`config.mk`:
```
export PLATFORM = sky130hd
export DESIGN_NAME = mips_bus_master
export DESIGN_NICKNAME = d
export VERILOG_FILES = /design/src/rtl/mips_bus_pkg.sv /design/src/rtl/mips_lane_align.sv /design/src/rtl/mips_bus_master.sv
export SDC_FILE = /design/constraint.sdc
export NUM_CORES = 1
export LEC_CHECK = 0
export CAP_MARGIN = 20
export CORE_MARGIN = 4
export CORE_UTILIZATION = 40
export CTS_BUF_LIST = sky130_fd_sc_hd__clkbuf_8
export DETAILED_ROUTE_END_ITERATION = 12
export GPL_ROUTABILITY_DRIVEN = 1
export PLACE_DENSITY = 0.74
export SYNTH_ARGS = -nofsm -noshare
export SYNTH_HDL_FRONTEND = slang
export SYNTH_SLANG_ARGS = --single-unit
```
`constraint.sdc`:
```
create_clock -name clk -period 2.65 [get_ports clk]
set_clock_uncertainty 0.1 [all_clocks]
set_input_delay 0.265 -clock clk [delete_from_list [all_inputs] [get_ports clk]]
set_output_delay 0.265 -clock clk [all_outputs]
set_load 0.01 [all_outputs]
```
`src/rtl/mips_bus_pkg.sv`:
```
`default_nettype none
// +--------------------------------------------------------------------------+
// | mips_bus_pkg : shared types and lane helpers for mips_bus_master         |
// | Rev 1.0                                                                  |
// +--------------------------------------------------------------------------+
package mips_bus_pkg;

    typedef enum logic [1:0] {
        SZ_BYTE = 2'b00,
        SZ_HALF = 2'b01,
        SZ_WORD = 2'b10
    } size_t;

    typedef enum logic [2:0] {
        IDLE  = 3'd0,
        FETCH = 3'd1,
        DATA  = 3'd2,
        RESP  = 3'd3,
        ERR   = 3'd4
    } state_t;

    function automatic logic [3:0] be_gen(input logic [1:0] size, input logic [1:0] k);
        case (size)
            SZ_BYTE: be_gen = 4'b0001 << k;
            SZ_HALF: be_gen = k[1] ? 4'b1100 : 4'b0011;
            default: be_gen = 4'b1111;
        endcase
    endfunction

    // Size 11 has no legal encoding, so it is reported as misaligned.
    function automatic logic misaligned(input logic [1:0] size, input logic [1:0] addr_lo);
        case (size)
            SZ_BYTE: misaligned = 1'b0;
            SZ_HALF: misaligned = addr_lo[0];
            SZ_WORD: misaligned = (addr_lo != 2'b00);
            default: misaligned = 1'b1;
        endcase
    endfunction

    function automatic logic [31:0] lane_extract(input logic [31:0] word, input logic [1:0] size,
                                                 input logic [1:0] k, input logic uns);
        logic [31:0] sh;
        sh = word >> {k, 3'b000};
        case (size)
            SZ_BYTE: lane_extract = uns ? {24'h0, sh[7:0]}  : {{24{sh[7]}}, sh[7:0]};
            SZ_HALF: lane_extract = uns ? {16'h0, sh[15:0]} : {{16{sh[15]}}, sh[15:0]};
            default: lane_extract = sh;
        endcase
    endfunction

endpackage
`default_nettype wire

```
`src/rtl/mips_lane_align.sv`:
```
`default_nettype none
// +--------------------------------------------------------------------------+
// | mips_lane_align : little-endian byte-lane steering and load extension     |
// | Rev 1.0                                                                  |
// +--------------------------------------------------------------------------+
module mips_lane_align
    import mips_bus_pkg::*;
(
    input  logic [1:0]  size_i,
    input  logic [1:0]  k_i,
    input  logic        uns_i,
    input  logic [31:0] wdata_i,
    input  logic [31:0] rdata_i,
    output logic [3:0]  byteenable_o,
    output logic [31:0] writedata_o,
    output logic [31:0] rdata_o
);

    always_comb begin
        byteenable_o = be_gen(size_i, k_i);
        rdata_o      = lane_extract(rdata_i, size_i, k_i, uns_i);
        case (size_i)
            SZ_BYTE: writedata_o = {4{wdata_i[7:0]}};
            SZ_HALF: writedata_o = {2{wdata_i[15:0]}};
            default: writedata_o = wdata_i;
        endcase
    end

endmodule
`default_nettype wire

```
`src/rtl/mips_bus_master.sv`:
```
`default_nettype none
// +--------------------------------------------------------------------------+
// | mips_bus_master : Avalon-MM master arbitrating MIPS fetch/data channels  |
// | Rev 1.0                                                                  |
// +--------------------------------------------------------------------------+
module mips_bus_master
    import mips_bus_pkg::*;
#(
    parameter int ADDR_W     = 32,
    parameter int TIMEOUT    = 255,
    parameter bit DATA_FIRST = 1'b1
) (
    input  logic              clk,
    input  logic              reset,
    input  logic              if_req,
    input  logic [ADDR_W-1:0] if_addr,
    output logic              if_ready,
    output logic [31:0]       if_rdata,
    input  logic              d_req,
    input  logic              d_we,
    input  logic [1:0]        d_size,
    input  logic              d_unsigned,
    input  logic [ADDR_W-1:0] d_addr,
    input  logic [31:0]       d_wdata,
    output logic              d_ready,
    output logic [31:0]       d_rdata,
    output logic              bus_err,
    output logic [ADDR_W-1:0] err_addr,
    output logic              busy,
    output logic [ADDR_W-1:0] address,
    output logic              read,
    output logic              write,
    output logic [31:0]       writedata,
    output logic [3:0]        byteenable,
    input  logic              waitrequest,
    input  logic [31:0]       readdata
);

    localparam int            c_CNT_W   = (TIMEOUT > 0) ? $clog2(TIMEOUT + 1) : 1;
    localparam logic [c_CNT_W-1:0] c_CNT_LIMIT = c_CNT_W'(TIMEOUT);

    state_t              state_q, state_d;
    logic                fetch_q, fetch_d;
    logic                we_q, we_d;
    logic [1:0]          size_q, size_d;
    logic                uns_q, uns_d;
    logic [ADDR_W-1:0]   addr_q, addr_d;
    logic [31:0]         wdata_q, wdata_d;
    logic [31:0]         rdata_q, rdata_d;
    logic [ADDR_W-1:0]   err_addr_q, err_addr_d;
    logic [c_CNT_W-1:0]  cnt_q, cnt_d;

    logic                w_pick_data;
    logic                w_active;
    logic [c_CNT_W-1:0]  w_cnt_inc;
    logic [3:0]          w_be;
    logic [31:0]         w_wd;
    logic [31:0]         w_ext;

    assign w_pick_data = d_req && (DATA_FIRST || !if_req);
    assign w_active    = (state_q == FETCH) || (state_q == DATA);
    assign w_cnt_inc   = cnt_q + c_CNT_W'(1);

    mips_lane_align u_lane_align (
        .size_i       (size_q),
        .k_i          (addr_q[1:0]),
        .uns_i        (uns_q),
        .wdata_i      (wdata_q),
        .rdata_i      (rdata_q),
        .byteenable_o (w_be),
        .writedata_o  (w_wd),
        .rdata_o      (w_ext)
    );

    always_ff @(posedge clk) begin
        if (reset) begin
            state_q    <= IDLE;
            fetch_q    <= 1'b0;
            we_q       <= 1'b0;
            size_q     <= 2'b00;
            uns_q      <= 1'b0;
            addr_q     <= '0;
            wdata_q    <= '0;
            rdata_q    <= '0;
            err_addr_q <= '0;
            cnt_q      <= '0;
        end else begin
            state_q    <= state_d;
            fetch_q    <= fetch_d;
            we_q       <= we_d;
            size_q     <= size_d;
            uns_q      <= uns_d;
            addr_q     <= addr_d;
            wdata_q    <= wdata_d;
            rdata_q    <= rdata_d;
            err_addr_q <= err_addr_d;
            cnt_q      <= cnt_d;
        end
    end

    always_comb begin
        state_d    = state_q;
        fetch_d    = fetch_q;
        we_d       = we_q;
        size_d     = size_q;
        uns_d      = uns_q;
        addr_d     = addr_q;
        wdata_d    = wdata_q;
        rdata_d    = rdata_q;
        err_addr_d = err_addr_q;
        cnt_d      = cnt_q;
        case (state_q)
            IDLE: begin
                if (if_req || d_req) begin
                    cnt_d = '0;
                    if (w_pick_data) begin
                        fetch_d = 1'b0;
                        we_d    = d_we;
                        size_d  = d_size;
                        uns_d   = d_unsigned;
                        addr_d  = d_addr;
                        wdata_d = d_wdata;
                        if (misaligned(d_size, d_addr[1:0])) begin
                            state_d    = ERR;
                            err_addr_d = d_addr;
                        end else begin
                            state_d = DATA;
                        end
                    end else begin
                        // Fetches reuse the word path of the lane aligner.
                        fetch_d = 1'b1;
                        we_d    = 1'b0;
                        size_d  = SZ_WORD;
                        uns_d   = 1'b1;
                        addr_d  = if_addr;
                        wdata_d = '0;
                        if (misaligned(SZ_WORD, if_addr[1:0])) begin
                            state_d    = ERR;
                            err_addr_d = if_addr;
                        end else begin
                            state_d = FETCH;
                        end
                    end
                end
            end
            FETCH, DATA: begin
                // Completion is checked first so it wins over a same-edge timeout.
                if (!waitrequest) begin
                    rdata_d = we_q ? 32'h0 : readdata;
                    state_d = RESP;
                end else if ((TIMEOUT != 0) && (w_cnt_inc == c_CNT_LIMIT)) begin
                    state_d    = ERR;
                    err_addr_d = addr_q;
                end else begin
                    cnt_d = w_cnt_inc;
                end
            end
            RESP:    state_d = IDLE;
            ERR:     state_d = ERR;
            default: state_d = IDLE;
        endcase
    end

    assign busy       = (state_q != IDLE);
    assign bus_err    = (state_q == ERR);
    assign err_addr   = err_addr_q;
    assign read       = w_active && !we_q;
    assign write      = w_active && we_q;
    assign address    = {addr_q[ADDR_W-1:2], 2'b00};
    assign byteenable = w_active ? w_be : 4'b0000;
    assign writedata  = write ? w_wd : 32'h0;
    assign if_ready   = (state_q == RESP) && fetch_q;
    assign d_ready    = (state_q == RESP) && !fetch_q;
    assign if_rdata   = if_ready ? rdata_q : 32'h0;
    assign d_rdata    = (d_ready && !we_q) ? w_ext : 32'h0;

endmodule
`default_nettype wire
```
==> results of run 1 <==
power by group:
group | switching [mW] | internal [mW]
Sequential | 0.216 | 2.47
Combinational | 1.41 | 1.17
Clock | 0.842 | 0.842
metrics by stage:
step	utilization	hold slack, ps
after floorplan	-	325.8
after global placement	0.5680	355.1
after detailed placement	0.5680	364.2
after CTS	0.5878	191.7
after global routing	0.5910	212.9
final	0.5910	228.4
area by class of cell:
class	count	area, um2
Inverter	8	37.54
Clock inverter	13	125.1
Sequential cell	144	2885
Clock buffer	18	247.7
Antenna cell	2	5.005
Fill cell	1831	7934
Timing Repair Buffer	346	3402
Multi-Input combinational cell	760	4431
Tap cell	265	331.6
registers in the layout, indices dropped and copies added (netlist names), 2 cells and up:
signal,flops
err_addr,32
state_q,3
wdata_q,32
addr_q,32
rdata_q,32
size_q,2
cnt_q,8
synthesized netlist by cell type, drive strengths merged (4+ instances only):
cell	n	area, um2
a211oi	48	360.4
a21oi	115	575.6
a22oi	34	255.2
a31oi	6	37.54
and2	34	212.7
and3	9	56.30
buf	55	357.8
clkbuf	75	284.0
dfxtp	144	2883
inv	6	22.52
mux2	10	112.6
mux2i	57	570.6
nand2	73	274.0
nand3	48	240.2
nor2	155	581.8
nor2b	10	62.56
nor3	8	45.04
nor3b	35	262.8
o21ai	79	395.4
or2	4	25.02
or3	8	50.05
worst min path at each step:
| stage | to | slack (ps) | cells after the start |
|---|---|---|---|
| global route | rdata_q[16] | 210 | 2 |
| CTS | rdata_q[21] | 190 | 2 |
| global placement | err_addr[28] | 360 | 2 |
| finish | rdata_q[17] | 230 | 2 |
| floorplan | wdata_q[16] | 330 | 2 |
| detailed placement | err_addr[3] | 360 | 2 |
cell families (layout without fill, tap and decap cells):
group	Yosys count	after routing	share of synthesized area
flip-flops	144	144	0.3659
AO/OA/AOI/OAI	294	295	0.2187
XOR/XNOR	2	2	0.002224
multiplexers	67	67	0.08671
other	1	4	0.0004760
buffers and inverters	138	385	0.08528
adder cells (fa/ha/maj)	2	2	0.003176
AND/OR/NAND/NOR	392	392	0.2376
layer usage:
layer | GRT usage | share of wire
met2 | 0.3953 | 0.48
met1 | 0.3019 | 0.42
met5 | 0 | 0
met4 | 0.08545 | 0.031
met3 | 0.04784 | 0.061
repair_timing:
| action | 4_1_cts | 5_1_grt |
|---|---|---|
| gates cloned | 1 | 0 |
| hold buffers | 0 | 0 |
| hold endpoints to repair | 0 | 0 |
| pin swaps | 2 | 3 |
| gates resized for setup | 75 | 31 |
| buffers inserted | 1 | 1 |
| setup endpoints to repair | 47 | 41 |
==> results.py, run 1 <==
metrics = {
    "clock_tree": {
        "cts.clk_slew.worst_paths_ps": 80,
        "clock_path_buffers": 2,
        "cts_tree": "done",
        "root_buffer": "clkbuf_8",
        "cts_buffers": 17,
        "cts_htree_levels": 4,
        "cts_sinks": 144,
        "insertion_delay_ps": 440,
    },
    "logic_synthesis": {
        "ys_async_sr_fraction": 0,
        "syn_inst": 1040,
        "synth_area_um2": 7879,
        "ys_ff_latch": 144,
        "synth.distinct_cells": 45,
        "synth.yosys.warnings": 0,
        "synth_edf_count": 0,
        "synth_seq_area_share": 0.3659,
        "synth_flop_cell": "dfxtp_1",
        "synth.avg_cell_area_um2": 7.576,
    },
    "critical_path": {
        "worstSetupStartpoint": "state_q[1]",
        "crit_path_start_kind": "flip-flop",
        "max_stage_delay_ps": 540,
        "arrival_ps": 2220,
        "ff2ff_path_depth": 9,
        "end_kind": "primary output",
        "r2r_setup_slack_ps": 330,
        "worst-setup-path-type": "flip-flop to primary output",
        "r2r-start": "state_q[1]",
        "cp_max_fo": 25,
        "cp_top_family": "buffers and inverters",
        "cp.required_ps": 2290,
        "cp_cell_sequence": "buf_4, xnor2_2, nor2_4, nand2_1, buf_6, nor2_1, clkdlybuf4s50_1",
        "worstSetupPathDepth": 7,
        "critical_path.endpoint": "writedata[22]",
        "r2r_end": "err_addr[16]",
        "cp.buffers_inverters": 3,
        "cpMaxStageDelayCell": "clkdlybuf4s50_1",
    },
    "routing": {
        "first_pass_iters": 5,
        "drcViolationCount": 0,
        "wl_um": 27100,
        "routedWlPerCell_um": 17.42,
        "via_per_inst": 5.307,
        "drt_iter0_markers": 545,
        "final_antenna_net_count": 0,
        "via_count": 8257,
    },
    "power_and_ir_drop": {
        "powerDensity_nw_per_um2": 606.0,
        "p_total_mw": 6.948,
        "ir_drop_v": 0.0003443,
        "p_leak_nw": 4.593,
    },
    "grt": {
        "grt_pass1_wl_um": 42100,
        "grt_overflow": 0,
        "grt_max_degree": 67,
        "grt_pass1_vias": 7860,
        "antenna_found_initial": 2,
        "grt_usage": 0.2358,
    },
    "floorplanning": {
        "die_w_um": 148.3,
        "die_h_um": 148.3,
        "core_um2": 19400,
        "start_util": 0.4062,
        "row_count": 51,
        "dieArea_um2": 22010,
        "ios": 307,
    },
    "place": {
        "pre_cts_ws_ps": -167.6,
        "portBuffers": 304,
        "gp_congestion": 0.8826,
        "dp_hpwl_um": 19090,
        "postPlaceCellArea_um2": 11020,
        "dpl.cell_count": 1520,
    },
    "timing": {
        "min_period_over_period": 0.9756,
        "tightest_slew_ps": 617.5,
        "setup_viol": 0,
        "slew_headroom": 0.5884,
        "maxSlewViolCount": 0,
        "hold_viol_final": 0,
        "tns_ps": 0,
        "fmax_mhz": 386.8,
        "fin_ws_ps": 64.70,
        "post-route-min-period_ps": 2585,
    },
    "run": {
        "drv_cap": 0,
    },
    "final_layout": {
        "mostFrequentLayoutCell": "clkdlybuf4s50_1",
        "mostFrequentLayoutCells": "247 x clkdlybuf4s50_1, 151 x nor2_1, 142 x dfxtp_1",
        "final_cell_area_um2": 11460,
        "final_cells": 1556,
        "area_growth_pct": 45.51,
        "final_net_count": 1416,
        "drive_gt1_frac": 0.09077,
    },
    "outcome": {
        "status": "complete, no violations",
    },
    "min_path": {
        "hold_start": "reset",
        "hold_class": "input pin to flip-flop",
    },
}
Power figures use the tool's default switching activity.
==> run 2: changes to the inputs <==
--- a/config.mk
+++ b/config.mk
@@ -6,12 +6,14 @@
 export NUM_CORES = 1
 export LEC_CHECK = 0
 export CAP_MARGIN = 20
+export CELL_PAD_IN_SITES_DETAIL_PLACEMENT = 0
+export CELL_PAD_IN_SITES_GLOBAL_PLACEMENT = 2
 export CORE_MARGIN = 4
-export CORE_UTILIZATION = 40
+export CORE_UTILIZATION = 26
 export CTS_BUF_LIST = sky130_fd_sc_hd__clkbuf_8
 export DETAILED_ROUTE_END_ITERATION = 12
 export GPL_ROUTABILITY_DRIVEN = 1
-export PLACE_DENSITY = 0.74
+export PLACE_DENSITY_LB_ADDON = 0.1
 export SYNTH_ARGS = -nofsm -noshare
 export SYNTH_HDL_FRONTEND = slang
 export SYNTH_SLANG_ARGS = --single-unit
==> constraint.sdc (replaced) <==
create_clock -name clk -period 3.2 [get_ports clk]
set_clock_uncertainty 0.1 [all_clocks]
set_input_delay 0.32 -clock clk [delete_from_list [all_inputs] [get_ports clk]]
set_output_delay 0.32 -clock clk [all_outputs]
set_load 0.01 [all_outputs]
==> run 2 against run 1 <==
Against the previous run: hold slack lost 64 ps; power shrank 17%; via count shrank 3.2%; sequential share of layout area grew 0.11 points; clock power shrank 14%; utilization shrank 21 points; combinational power shrank 20%; non-clock buffer count shrank 15; cell count grew 7.0%; die area grew 51%; highest routed layer is now met5.
==> results.py, run 2 (synthesized netlist as in run 1, its figures left out) <==
metrics = {
    "floorplanning": {
        "start_util": 0.2644,
        "dieArea_um2": 33150,
        "ios": 307,
        "die_w_um": 182.1,
        "row_count": 63,
        "core_um2": 29800,
        "die_h_um": 182.1,
    },
    "timing": {
        "slew_headroom": 0.3361,
        "post-route-min-period_ps": 2985,
        "min_period_over_period": 0.9329,
        "tightest_slew_ps": 992.0,
        "maxSlewViolCount": 0,
        "hold_viol_final": 0,
        "tns_ps": 0,
        "setup_viol": 0,
        "rsz0062_at_grt": "no",
        "fmax_mhz": 335.0,
    },
    "critical_path": {
        "cp.required_ps": 2780,
        "cpMaxStageDelayCell": "clkdlybuf4s50_1",
        "cp_max_fo": 8,
        "max_stage_delay_ps": 570,
        "arrival_ps": 2570,
        "crit_path_start_kind": "flip-flop",
        "cp_cell_sequence": "mux2i_1, mux2_2, or3_1, a21oi_1, clkdlybuf4s50_1",
        "worst-setup-path-type": "flip-flop to primary output",
        "end_kind": "primary output",
    },
    "routing": {
        "drcViolationCount": 0,
        "via_per_inst": 4.802,
        "routedWlPerCell_um": 18.61,
        "first_pass_iters": 7,
        "drt_iter0_markers": 473,
        "wl_um": 30990,
        "final_antenna_net_count": 0,
        "via_count": 7995,
    },
    "clock_tree": {
        "cts_sinks": 144,
        "cts_htree_levels": 4,
        "cts_buffers": 17,
        "root_buffer": "clkbuf_8",
        "clock_path_buffers": 2,
        "insertion_delay_ps": 450,
        "ctsHoldBuffers": 0,
        "cts.clk_slew.worst_paths_ps": 90,
        "cts_tree": "done",
    },
    "final_layout": {
        "mostFrequentLayoutCells": "302 x clkdlybuf4s50_1, 152 x nor2_1, 138 x dfxtp_1",
        "final_cell_area_um2": 11430,
        "mostFrequentLayoutCell": "clkdlybuf4s50_1",
        "drive_gt1_frac": 0.07064,
        "area_growth_pct": 45.12,
        "final_net_count": 1400,
        "nFillCells": 3160,
    },
    "power_and_ir_drop": {
        "p_leak_nw": 3.995,
        "ir_drop_v": 0.0002815,
        "powerDensity_nw_per_um2": 503.0,
        "p_total_mw": 5.751,
    },
    "min_path": {
        "hold_class": "input pin to flip-flop",
    },
    "grt": {
        "grt_pass1_wl_um": 47790,
        "grt_overflow": 0,
        "grt_pass1_vias": 7780,
        "grt_usage": 0.1800,
        "grt_max_degree": 65,
        "antenna_found_initial": 2,
    },
    "place": {
        "dp_hpwl_um": 21570,
        "portBuffers": 304,
        "gp_congestion": 0.7460,
        "postPlaceCellArea_um2": 11040,
    },
    "run": {
        "drv_cap": 0,
    },
    "outcome": {
        "status": "complete, no violations",
    },
}
[run 2: changes by cell type in the layout (fill, tap and decap cells not counted), moves of 6 or more]
cell,change
clkdlybuf4s50_1,+55
buf_2,-8
dlymetal6s2s_1,-17
dlygate4sd2_1,-27
buf_4,-6
[run 2: through the flow]
stage | utilization | setup WS, ps | instances | hold WS, ps
floorplan | - | 1010 | 1041 | 363.3
global placement | 0.3705 | 264.4 | 1632 | 356.0
detailed placement | 0.3705 | 236.1 | 1632 | 364.8
CTS | 0.3831 | 63.69 | 1664 | 139.4
global route | 0.3836 | 46.21 | 1664 | 158.8
finish | 0.3837 | 214.7 | 1665 | 164.8
[run 2: what timing repair did]
action,CTS,global route
resized for setup,1,7
buffers inserted,0,0
endpoints found under the setup margin,16,17
[run 2: worst paths after layout]
path,start,end,slack (ps),depth (start not counted)
hold / removal,reset,wdata_q[4],160,2
setup reg to reg,cnt_q[0],cnt_q[6],520,7
setup / recovery,addr_q[1],d_rdata[11],210,5
hold reg to reg,err_addr[15],err_addr[15],380,2
[run 2: layer usage]
metal,track usage,vias up,share of wire
met3,0.04804,16,0.062
li1,-,4043,-
met4,0.02972,4,0.0083
met5,0,-,0.00087
met2,0.2934,210,0.47
met1,0.2437,3722,0.46
[run 2: power breakdown]
group          leakage [nW]  total [mW]  internal [mW]  switching (mW)
sequential             1.18        2.23           2.04           0.187
clock                 0.184        1.45          0.624           0.824
combinational          2.63        2.07          0.904            1.17
total                  3.99        5.75           3.57            2.18
[run 2: cell type report]
cell class | count | area (um2) | share of cell area
sequential | 144 | 2890 | 0.2528
clock inverter | 15 | 136.4 | 0.01193
multi-input combinational | 759 | 4389 | 0.3839
inverter | 8 | 30.03 | 0.002626
antenna | 1 | 2.502 | 0.0002189
timing repair buffer | 331 | 3263 | 0.2854
clock buffer | 17 | 234.0 | 0.02046
tap | 390 | 488.0 | 0.04268
[run 2: worst max-delay path: cells and delay by family, from the launching register on]
family / cells / cell delay [ps]
buf+inv: 1 / 570
flops: 1 / 350
compound gates: 1 / 250
simple gates: 1 / 530
mux: 2 / 420
